**src/rtl/param_dcache_if.sv**
```systemverilog
// CPU-side and memory-side signals of the direct-mapped write-through data cache.
// The cache is the slave; the CPU/memory environment is the master.
interface param_dcache_if #(
    parameter int ADDR_W     = 32,
    parameter int LINE_BYTES = 8
);
    logic                    req_valid;
    logic                    req_we;
    logic                    req_word;
    logic [ADDR_W-1:0]       req_addr;
    logic [31:0]             req_wdata;
    logic [31:0]             rdata;
    logic                    stall;
    logic                    flush;
    logic                    mem_req;
    logic                    mem_we;
    logic [ADDR_W-1:0]       mem_addr;
    logic [31:0]             mem_wdata;
    logic                    mem_word;
    logic                    mem_ack;
    logic [8*LINE_BYTES-1:0] mem_rdata;
    logic [31:0]             hit_cnt;
    logic [31:0]             miss_cnt;

    modport master (
        output req_valid, req_we, req_word, req_addr, req_wdata, flush, mem_ack, mem_rdata,
        input  rdata, stall, mem_req, mem_we, mem_addr, mem_wdata, mem_word, hit_cnt, miss_cnt
    );

    modport slave (
        input  req_valid, req_we, req_word, req_addr, req_wdata, flush, mem_ack, mem_rdata,
        output rdata, stall, mem_req, mem_we, mem_addr, mem_wdata, mem_word, hit_cnt, miss_cnt
    );
endinterface

```
**src/rtl/param_dcache.sv**
```systemverilog
// Direct-mapped, write-through, no-write-allocate data cache with line refill,
// combinational load-hit data and saturating load hit/miss counters.
module param_dcache #(
    parameter int LINES      = 32,
    parameter int LINE_BYTES = 8,
    parameter int ADDR_W     = 32
) (
    input  logic          clk,
    input  logic          rst,
    param_dcache_if.slave bus
);
    localparam int OFF_W = $clog2(LINE_BYTES);
    localparam int IDX_W = $clog2(LINES);
    localparam int TAG_W = ADDR_W - IDX_W - OFF_W;

    typedef enum logic [1:0] {IDLE, REFILL, WRITE} state_t;

    state_t             state_q, state_d;
    logic [7:0]         data_q [LINES][LINE_BYTES];
    logic [TAG_W-1:0]   tag_q  [LINES];
    logic [LINES-1:0]   valid_q;
    logic [31:0]        hit_cnt_q, miss_cnt_q;
    logic               refill_done_q;

    logic [OFF_W-1:0]   off, woff;
    logic [IDX_W-1:0]   idx;
    logic [TAG_W-1:0]   tag;
    logic               hit;
    logic               stall, mem_req, mem_we, hit_inc, miss_inc;
    logic               refill_we, store_we;
    logic [7:0]         word_bytes [4];
    logic [7:0]         sel_byte;

    assign off  = bus.req_addr[OFF_W-1:0];
    assign woff = off & ~OFF_W'(3);
    assign idx  = bus.req_addr[OFF_W +: IDX_W];
    assign tag  = bus.req_addr[ADDR_W-1 -: TAG_W];
    assign hit  = valid_q[idx] && (tag_q[idx] == tag);

    generate
        for (genvar gi = 0; gi < 4; gi++) begin : g_word_rd
            assign word_bytes[gi] = data_q[idx][woff | OFF_W'(gi)];
        end
    endgenerate

    assign sel_byte  = data_q[idx][off];
    assign bus.rdata = bus.req_word ? {word_bytes[3], word_bytes[2], word_bytes[1], word_bytes[0]}
                                    : {{24{sel_byte[7]}}, sel_byte};

    always_ff @(posedge clk or posedge rst) begin
        if (rst) begin
            state_q <= IDLE;
        end else begin
            state_q <= state_d;
        end
    end

    // Outputs are forced quiet while reset is held, even with a request pending.
    always_comb begin
        state_d  = state_q;
        stall    = 1'b0;
        mem_req  = 1'b0;
        mem_we   = 1'b0;
        hit_inc  = 1'b0;
        miss_inc = 1'b0;
        if (!rst) begin
            case (state_q)
                IDLE: begin
                    if (bus.req_valid) begin
                        if (bus.req_we) begin
                            stall   = 1'b1;
                            state_d = WRITE;
                        end else if (hit) begin
                            hit_inc = !refill_done_q;
                        end else begin
                            stall    = 1'b1;
                            miss_inc = 1'b1;
                            state_d  = REFILL;
                        end
                    end
                end
                REFILL: begin
                    mem_req = 1'b1;
                    stall   = 1'b1;
                    if (bus.mem_ack) state_d = IDLE;
                end
                WRITE: begin
                    mem_req = 1'b1;
                    mem_we  = 1'b1;
                    stall   = !bus.mem_ack;
                    if (bus.mem_ack) state_d = IDLE;
                end
                default: state_d = IDLE;
            endcase
        end
    end

    assign refill_we = !rst && (state_q == REFILL) && bus.mem_ack;
    assign store_we  = !rst && (state_q == WRITE) && bus.mem_ack && hit;

    assign bus.stall     = stall;
    assign bus.mem_req   = mem_req;
    assign bus.mem_we    = mem_we;
    assign bus.mem_addr  = (state_q == WRITE) ? bus.req_addr
                                              : {bus.req_addr[ADDR_W-1:OFF_W], OFF_W'(0)};
    assign bus.mem_wdata = bus.req_wdata;
    assign bus.mem_word  = bus.req_word;
    assign bus.hit_cnt   = hit_cnt_q;
    assign bus.miss_cnt  = miss_cnt_q;

    // Data and tags carry no reset; only the valid bits qualify them.
    always_ff @(posedge clk) begin
        if (refill_we) begin
            for (int b = 0; b < LINE_BYTES; b++) begin
                data_q[idx][OFF_W'(b)] <= bus.mem_rdata[8*b +: 8];
            end
            tag_q[idx] <= tag;
        end else if (store_we) begin
            if (bus.req_word) begin
                for (int k = 0; k < 4; k++) begin
                    data_q[idx][woff | OFF_W'(k)] <= bus.req_wdata[8*k +: 8];
                end
            end else begin
                data_q[idx][off] <= bus.req_wdata[7:0];
            end
        end
    end

    // A flush wins over a coinciding refill: the line is written but left invalid.
    always_ff @(posedge clk or posedge rst) begin
        if (rst) begin
            valid_q <= '0;
        end else if (bus.flush) begin
            valid_q <= '0;
        end else if (refill_we) begin
            valid_q[idx] <= 1'b1;
        end
    end

    always_ff @(posedge clk or posedge rst) begin
        if (rst) begin
            hit_cnt_q     <= '0;
            miss_cnt_q    <= '0;
            refill_done_q <= 1'b0;
        end else begin
            refill_done_q <= refill_we;
            if (hit_inc && (hit_cnt_q != 32'hFFFF_FFFF)) hit_cnt_q <= hit_cnt_q + 32'd1;
            if (miss_inc && (miss_cnt_q != 32'hFFFF_FFFF)) miss_cnt_q <= miss_cnt_q + 32'd1;
        end
    end
endmodule

```
**src/flat_wrapper.sv**
```systemverilog
// flat-port wrapper written by rule: the top's interface ports become plain ports
module param_dcache_flat 
#(
    parameter int LINES      = 32,
    parameter int LINE_BYTES = 8,
    parameter int ADDR_W     = 32
)
  (clk, rst, bus_req_valid, bus_req_we, bus_req_word, bus_req_addr, bus_req_wdata, bus_flush, bus_mem_ack, bus_mem_rdata, bus_rdata, bus_stall, bus_mem_req, bus_mem_we, bus_mem_addr, bus_mem_wdata, bus_mem_word, bus_hit_cnt, bus_miss_cnt);
  param_dcache_if #(.ADDR_W(ADDR_W), .LINE_BYTES(LINE_BYTES)) bus_i ();
  input  logic clk;
  input  logic rst;
  input wire logic [$bits(bus_i.req_valid)-1:0] bus_req_valid;
  input wire logic [$bits(bus_i.req_we)-1:0] bus_req_we;
  input wire logic [$bits(bus_i.req_word)-1:0] bus_req_word;
  input wire logic [$bits(bus_i.req_addr)-1:0] bus_req_addr;
  input wire logic [$bits(bus_i.req_wdata)-1:0] bus_req_wdata;
  input wire logic [$bits(bus_i.flush)-1:0] bus_flush;
  input wire logic [$bits(bus_i.mem_ack)-1:0] bus_mem_ack;
  input wire logic [$bits(bus_i.mem_rdata)-1:0] bus_mem_rdata;
  output wire logic [$bits(bus_i.rdata)-1:0] bus_rdata;
  output wire logic [$bits(bus_i.stall)-1:0] bus_stall;
  output wire logic [$bits(bus_i.mem_req)-1:0] bus_mem_req;
  output wire logic [$bits(bus_i.mem_we)-1:0] bus_mem_we;
  output wire logic [$bits(bus_i.mem_addr)-1:0] bus_mem_addr;
  output wire logic [$bits(bus_i.mem_wdata)-1:0] bus_mem_wdata;
  output wire logic [$bits(bus_i.mem_word)-1:0] bus_mem_word;
  output wire logic [$bits(bus_i.hit_cnt)-1:0] bus_hit_cnt;
  output wire logic [$bits(bus_i.miss_cnt)-1:0] bus_miss_cnt;
  assign bus_i.req_valid = bus_req_valid;
  assign bus_i.req_we = bus_req_we;
  assign bus_i.req_word = bus_req_word;
  assign bus_i.req_addr = bus_req_addr;
  assign bus_i.req_wdata = bus_req_wdata;
  assign bus_i.flush = bus_flush;
  assign bus_i.mem_ack = bus_mem_ack;
  assign bus_i.mem_rdata = bus_mem_rdata;
  assign bus_rdata = bus_i.rdata;
  assign bus_stall = bus_i.stall;
  assign bus_mem_req = bus_i.mem_req;
  assign bus_mem_we = bus_i.mem_we;
  assign bus_mem_addr = bus_i.mem_addr;
  assign bus_mem_wdata = bus_i.mem_wdata;
  assign bus_mem_word = bus_i.mem_word;
  assign bus_hit_cnt = bus_i.hit_cnt;
  assign bus_miss_cnt = bus_i.miss_cnt;
  param_dcache #(.LINES(LINES), .LINE_BYTES(LINE_BYTES), .ADDR_W(ADDR_W)) u_core (.clk(clk), .rst(rst), .bus(bus_i));
endmodule
```
**config.mk**
```make
export PLATFORM = sky130hd
export DESIGN_NAME = param_dcache_flat
export DESIGN_NICKNAME = d
export VERILOG_FILES = /design/src/rtl/param_dcache_if.sv /design/src/rtl/param_dcache.sv /design/src/flat_wrapper.sv
export SDC_FILE = /design/constraint.sdc
export NUM_CORES = 2
export LEC_CHECK = 0
export ABC_AREA = 1
export BUFFER_PORTS_ARGS = -buffer_cell sky130_fd_sc_hd__buf_2
export CAP_MARGIN = 30
export CELL_PAD_IN_SITES_DETAIL_PLACEMENT = 0
export CELL_PAD_IN_SITES_GLOBAL_PLACEMENT = 1
export CORE_MARGIN = 2
export CORE_UTILIZATION = 42
export DETAILED_ROUTE_END_ITERATION = 12
export PLACE_DENSITY = 0.74
export SETUP_SLACK_MARGIN = 0.1
export SYNTH_ARGS = -nofsm -noshare
export SYNTH_HDL_FRONTEND = slang
export SYNTH_SLANG_ARGS = --single-unit
```
**constraint.sdc**
```tcl
create_clock -name clk -period 3.4 [get_ports clk]
set_input_delay 0.51 -clock clk [delete_from_list [all_inputs] [get_ports clk]]
set_output_delay 0.51 -clock clk [all_outputs]
set_load 0.01 [all_outputs]
```
* Word level (Yosys, flattened, before mapping) *
Memories as Yosys holds them, arrays and structs flattened.
Cells that the tools add are included.

storage, ports and cells
  memories kept = 2
  RAM bits = 2,816
  flip-flop bits (word level) = 99

memories
  memory         depth  width  rd ports  clocked after Yosys merged registers in  write ports  line                RTL
  u_core.data_q  32     64     1         0                                        1            param_dcache.sv:19  logic [7:0] data_q [LINES][LINE_BYTES];
  u_core.tag_q   32     24     1         0                                        1            param_dcache.sv:20  logic [TAG_W-1:0] tag_q [LINES];

operators by class
  $lt $le $gt $ge = 12
  equality and inequality tests = 8
  bitwise gates (word level) = 295
  $add $sub $neg = 2
  muxes and demuxes = 357
  reduce and logical (&&, ||, !) cells = 21

operators with widths
  kind                                                                                 count
  64-bit two-way mux                                                                   5
  1-bit two-way mux                                                                    315
  1-bit OR                                                                             288
  8-bit binary-select mux with 3-bit select                                            5
  8-bit demux with 3-bit select                                                        5
  8-bit two-way mux                                                                    15
  32-bit two-way mux                                                                   3
  32-bit by 1-bit adder with 32-bit output, second input constant                      2
  32-bit != test, second input constant                                                2
  32-bit OR                                                                            1
  24-bit == test                                                                       1
  4-bit greater-or-equal comparator, second input constant                             5
  4-bit by 1-bit less-than comparator with 1-bit output, second input constant         5
  3-bit NOT with 4-bit output                                                          5
  1-bit logical AND                                                                    14
  2-bit two-way mux                                                                    4
  5-bit by 6-bit less-than comparator with 1-bit output, second input constant         1
  1-bit binary-select mux with 5-bit select                                            1
  1-bit demux with 5-bit select                                                        1
  5-bit by 1-bit greater-or-equal comparator with 1-bit output, second input constant  1
  2-bit case mux with 2 select lines                                                   1
  4-bit AND reduction                                                                  1
  1-bit logical NOT                                                                    3
  3-bit two-way mux                                                                    1
  other kinds (10)                                                                     10

* Logic depth before layout (Yosys ltp) *
  depth after elaboration = 12
  depth in mapped cells = 26
  depth with buffers taken out = 23

* Worst setup path before layout *
Ideal clock, no wire load.

  path kind = input-to-reg
  start = input rst
  end = memory u_core.data_q[0][42] in the netlist's numbering, data pin
  data required time = 2,946 ps
  path buffers = 1
  arrival time = 5,423 ps
  stages on the path = 8
  setup slack = -2,477 ps
  path through = inv_1 > nand3_1 > inv_1 > nor2_1 > nand4_2 > clkbuf_1 > nor2_1 > o21ai_0

RTL lines
  item                                              line                 RTL
  start, declared                                   flat_wrapper.sv:11   input logic rst;
  1-bit logical NOT (no source line) *              n/a
  1-bit logical AND * (2 in series)                 param_dcache.sv:98   assign refill_we = !rst && (state_q == REFILL) && bus.mem_ack;
  named net u_core.refill_we                        param_dcache.sv:30   logic refill_we, store_we;
  1-bit two-way mux                                 param_dcache.sv:113  if (refill_we) begin
  64-bit two-way mux (implied by the code)          param_dcache.sv:121  data_q[idx][woff | OFF_W'(k)] <= bus.req_wdata[8*k +: 8];
  1-bit two-way mux (no source line) (4 in series)  n/a
  1-bit two-way mux (no source line) *              n/a
  end, declared                                     param_dcache.sv:19

The timed path passes the listed nets; every way through them passes the cells marked *.

* Worst setup path after layout *
  start = input bus_req_addr[3]
  end = output bus_rdata[12]

between the ends
  cells in the longest elaborated chain, start to end = 5

ends and longest elaborated chain
  item                                                                 line                                    RTL
  start, declared                                                      flat_wrapper.sv:15                      input wire logic [$bits(bus_i.req_addr)-1:0] bus_req_addr;
  memory 32 x 64 bit *                                                 n/a
  8-bit binary-select mux with 3-bit select, on equally long branches  param_dcache.sv:46, param_dcache.sv:42
  8-bit two-way mux, on equally long branches (2 in series)            param_dcache.sv:46, param_dcache.sv:42
  32-bit two-way mux *                                                 param_dcache.sv:47                      assign bus.rdata = bus.req_word ? {word_bytes[3], word_bytes[2], word_bytes[1], word_bytes[0]}
  end, declared                                                        flat_wrapper.sv:20                      output wire logic [$bits(bus_i.rdata)-1:0] bus_rdata;

Mark *: on every way between the ends. The rest lies on a longest branch, timed or not. The select of a mux whose other input is x is not followed.

==> impl_metrics.py <==
metrics = {
    "drt": {
        "drtIter0Drc": 11400,
        "wl_per_cell_um": 28.2,
        "drc": 0,
        "drt-total-wl_um": 401000,
        "drt_pass1_iterations": 6,
        "drtAntennaViolNets": 0,
        "vias": 82300,
        "via_per_inst": 5.78,
    },
    "cells_and_area": {
        "syn2layout_area_growth_pct": 28.4,
        "final_area_um2": 149000,
        "final_common_cell": "edfxtp_1",
        "final_util_pct": 54.1,
        "final_cell_mix": "edfxtp_1 (2816), nand2_1 (2391), a22oi_1 (931), buf_4 (809), a21oi_1 (521)",
        "final_nets": 10400,
        "drive_above_1_share_pct": 25.4,
    },
    "grt": {
        "grt_max_degree": 73,
        "overflow": 0,
        "gr-usage-all-layers_pct": 27.7,
        "grt_pass1_vias": 78400,
        "grt_first_pass_wirelength_um": 563000,
        "grt_antenna_before_repair": 18,
    },
    "timing": {
        "clock_skew_ps": 95.3,
        "tns_ps": -529690,
        "hold_viol_final": 0,
        "final_max_slew_viol_count": 0,
        "period_share_pct": 119,
        "max_freq_mhz": 247,
        "fin_crit_ps": 4040,
        "grt_setup_unrepaired": "yes",
        "setup_ws_ps": -642,
        "finalSetupViolations": 3839,
        "worst_slew_pin_slew_ps": 832,
        "relSlewSlack_pct": 44.6,
    },
    "logic_synthesis": {
        "syn_area_um2": 116000,
        "yosys_warnings": 0,
        "synth_ff_type": "edfxtp_1",
        "synth_edf_count": 2816,
        "ys_seq_area_share_pct": 74.9,
        "syn_inst": 8914,
        "ys_ff_latch": 2915,
        "syn-num-nets": 9055,
        "yosysUniqueCellTypes": 42,
        "avgSynthCellArea_um2": 13.0,
        "async_flop_share_pct": 3.40,
    },
    "setup_path": {
        "slowest_delay_ps": 330,
        "crit_path_max_fanout": 21,
        "startpoint_type": "input port",
        "cp_slowest_cell": "o211ai_1",
        "cp.arrival_ps": 3530,
        "crit_type": "in2out",
        "worstPathRequired_ps": 2890,
        "cp-end-kind": "output port",
        "cp_top_family": "buffers and inverters",
        "crit_top_cell": "buf_12",
        "r2r_slack_ps": -260,
        "path_buf_inv": 10,
        "path_cells": "buf_12, buf_12, buf_16, nor2_4, buf_12, buf_16, buf_8, a22oi_1, a21oi_1, buf_4, or2_2, nor2_1, nor4b_4, buf_4, inv_2, o211ai_1, nand2_1, buf_2",
    },
    "pwr": {
        "leakage_uw": 0.0553,
        "ir_drop_v": 0.000484,
        "power_density_nw_per_um2": 532,
    },
    "outcome": {
        "status": "complete, but fails checks",
        "violations": "setup timing",
    },
    "placement": {
        "routabilityCongestion": 0.949,
        "dpl_worst_slack_ps": -1460,
        "hpwl_um": 255000,
        "port_buffers": 266,
        "placed_area_um2": 134000,
    },
    "min_path": {
        "hold_class": "in2reg",
    },
    "floorplanning": {
        "die-height_um": 530,
        "start_util_pct": 42.1,
        "dieArea_um2": 281000,
        "die_w_um": 530,
        "core-area_um2": 276000,
        "rows": 193,
        "pin_count": 299,
    },
    "run": {
        "maxCapViolCount": 0,
    },
    "clock_network": {
        "cts_tree": "built",
        "cts_sinks": 2915,
        "cts_buffers": 309,
        "clock_path_buffers": 4,
        "clock_latency_ps": 960,
        "cts-root-buf": "clkbuf_16",
        "clk_pin_slew_ps": 60,
        "ctsHtreeMaxLevel": 5,
    },
}
## repair_timing
item | CTS | global route
setup buffers | 93 | 19
setup endpoints to repair | 3903 | 3916
gates resized for setup | 540 | 248
pin swaps | 145 | 105
hold buffers | 9 | 0
cloned | 32 | 12
hold endpoints to repair | 56 | 0
## worst paths after layout
check                           depth (start not counted)                  start                      end
worst max-delay path                                   18        bus_req_addr[3]            bus_rdata[12]
worst min-delay path                                    2       bus_req_addr[10]       u_core.tag_q[0][2]
worst max register to register                         22    u_core.tag_q[5][12]     u_core.data_q[26][5]
worst min register to register                          1  u_core.bus.hit_cnt[4]    u_core.bus.hit_cnt[4]
max in group asynchronous                               5                    rst  u_core.bus.miss_cnt[12]
min in group asynchronous                               4                    rst        u_core.valid_q[8]
## per-stage QoR
step,hold WS [ps],instances,total power [uW]
2_1_floorplan,461,8914,42800
3_5_place_dp,483,13500,46100
4_1_cts,19.1,14200,79200
3_3_place_gp,479,13500,46100
5_1_grt,61.6,14200,81200
6_report,69.4,14200,79300
## per-layer routing
metal | routed length (um) | up-vias | track usage [%]
li1 | - | 35300 | -
met2 | 182000 | 5000 | 42.6
met4 | 19800 | 12 | 12.3
met3 | 45800 | 830 | 6.78
met1 | 154000 | 41100 | 37.3
met5 | 69 | - | 0
## area by class of cell
class	instances	area [um^2]
fill	22200	127000
sequential	2915	87000
timing repair buffer	1623	18200
multi-input combinational	5077	28000
tap	3705	4640
inverter	358	1430
clock inverter	156	1560
clock buffer	390	8170
antenna	17	42.5
## report_power, final
group	internal (uW)	leakage [uW]	switching (uW)	total (uW)
Sequential	39500	0.0266	84.4	39600
Combinational	2460	0.0240	4360	6810
Clock	18600	0.00471	14300	32900
## cells by family (layout without fill, tap and decap cells)
family          after synthesis  count (layout)  share of synthesized area (%)
compound gates             1780            1782                           9.97
xor+xnor                     50              50                          0.377
fa+ha+maj                     6               6                         0.0646
buf+inv                     924            2527                           3.43
flops                      2915            2915                           74.9
other cells                   0              17                              0
simple gates               3239            3239                           11.2
## synth_stat cells (36+ instances only)
library cell | count | area (um^2)
edfxtp_1 | 2816 | 84600
nand2_1 | 2490 | 9350
a22oi_1 | 1024 | 7690
a21oi_1 | 617 | 3090
inv_1 | 347 | 1300
nor2_1 | 312 | 1170
clkbuf_1 | 210 | 788
buf_2 | 198 | 991
nand3_1 | 161 | 806
o21ai_0 | 101 | 505
dfrtp_1 | 99 | 2480
buf_1 | 86 | 323
nor4_1 | 78 | 488
buf_4 | 72 | 541
nor3_1 | 65 | 325
nand4_1 | 57 | 357
or2_2 | 49 | 307
xor2_1 | 36 | 315
## registers in the layout, indices dropped and copies added, names as in the netlist
name and cells:
u_core.bus.miss_cnt 32, u_core.data_q 2048, u_core.bus.hit_cnt 32, u_core.state_q 2, u_core.valid_q 32, u_core.refill_done_q 1, u_core.tag_q 768
No activity file was read; power rests on OpenSTA's default activity.
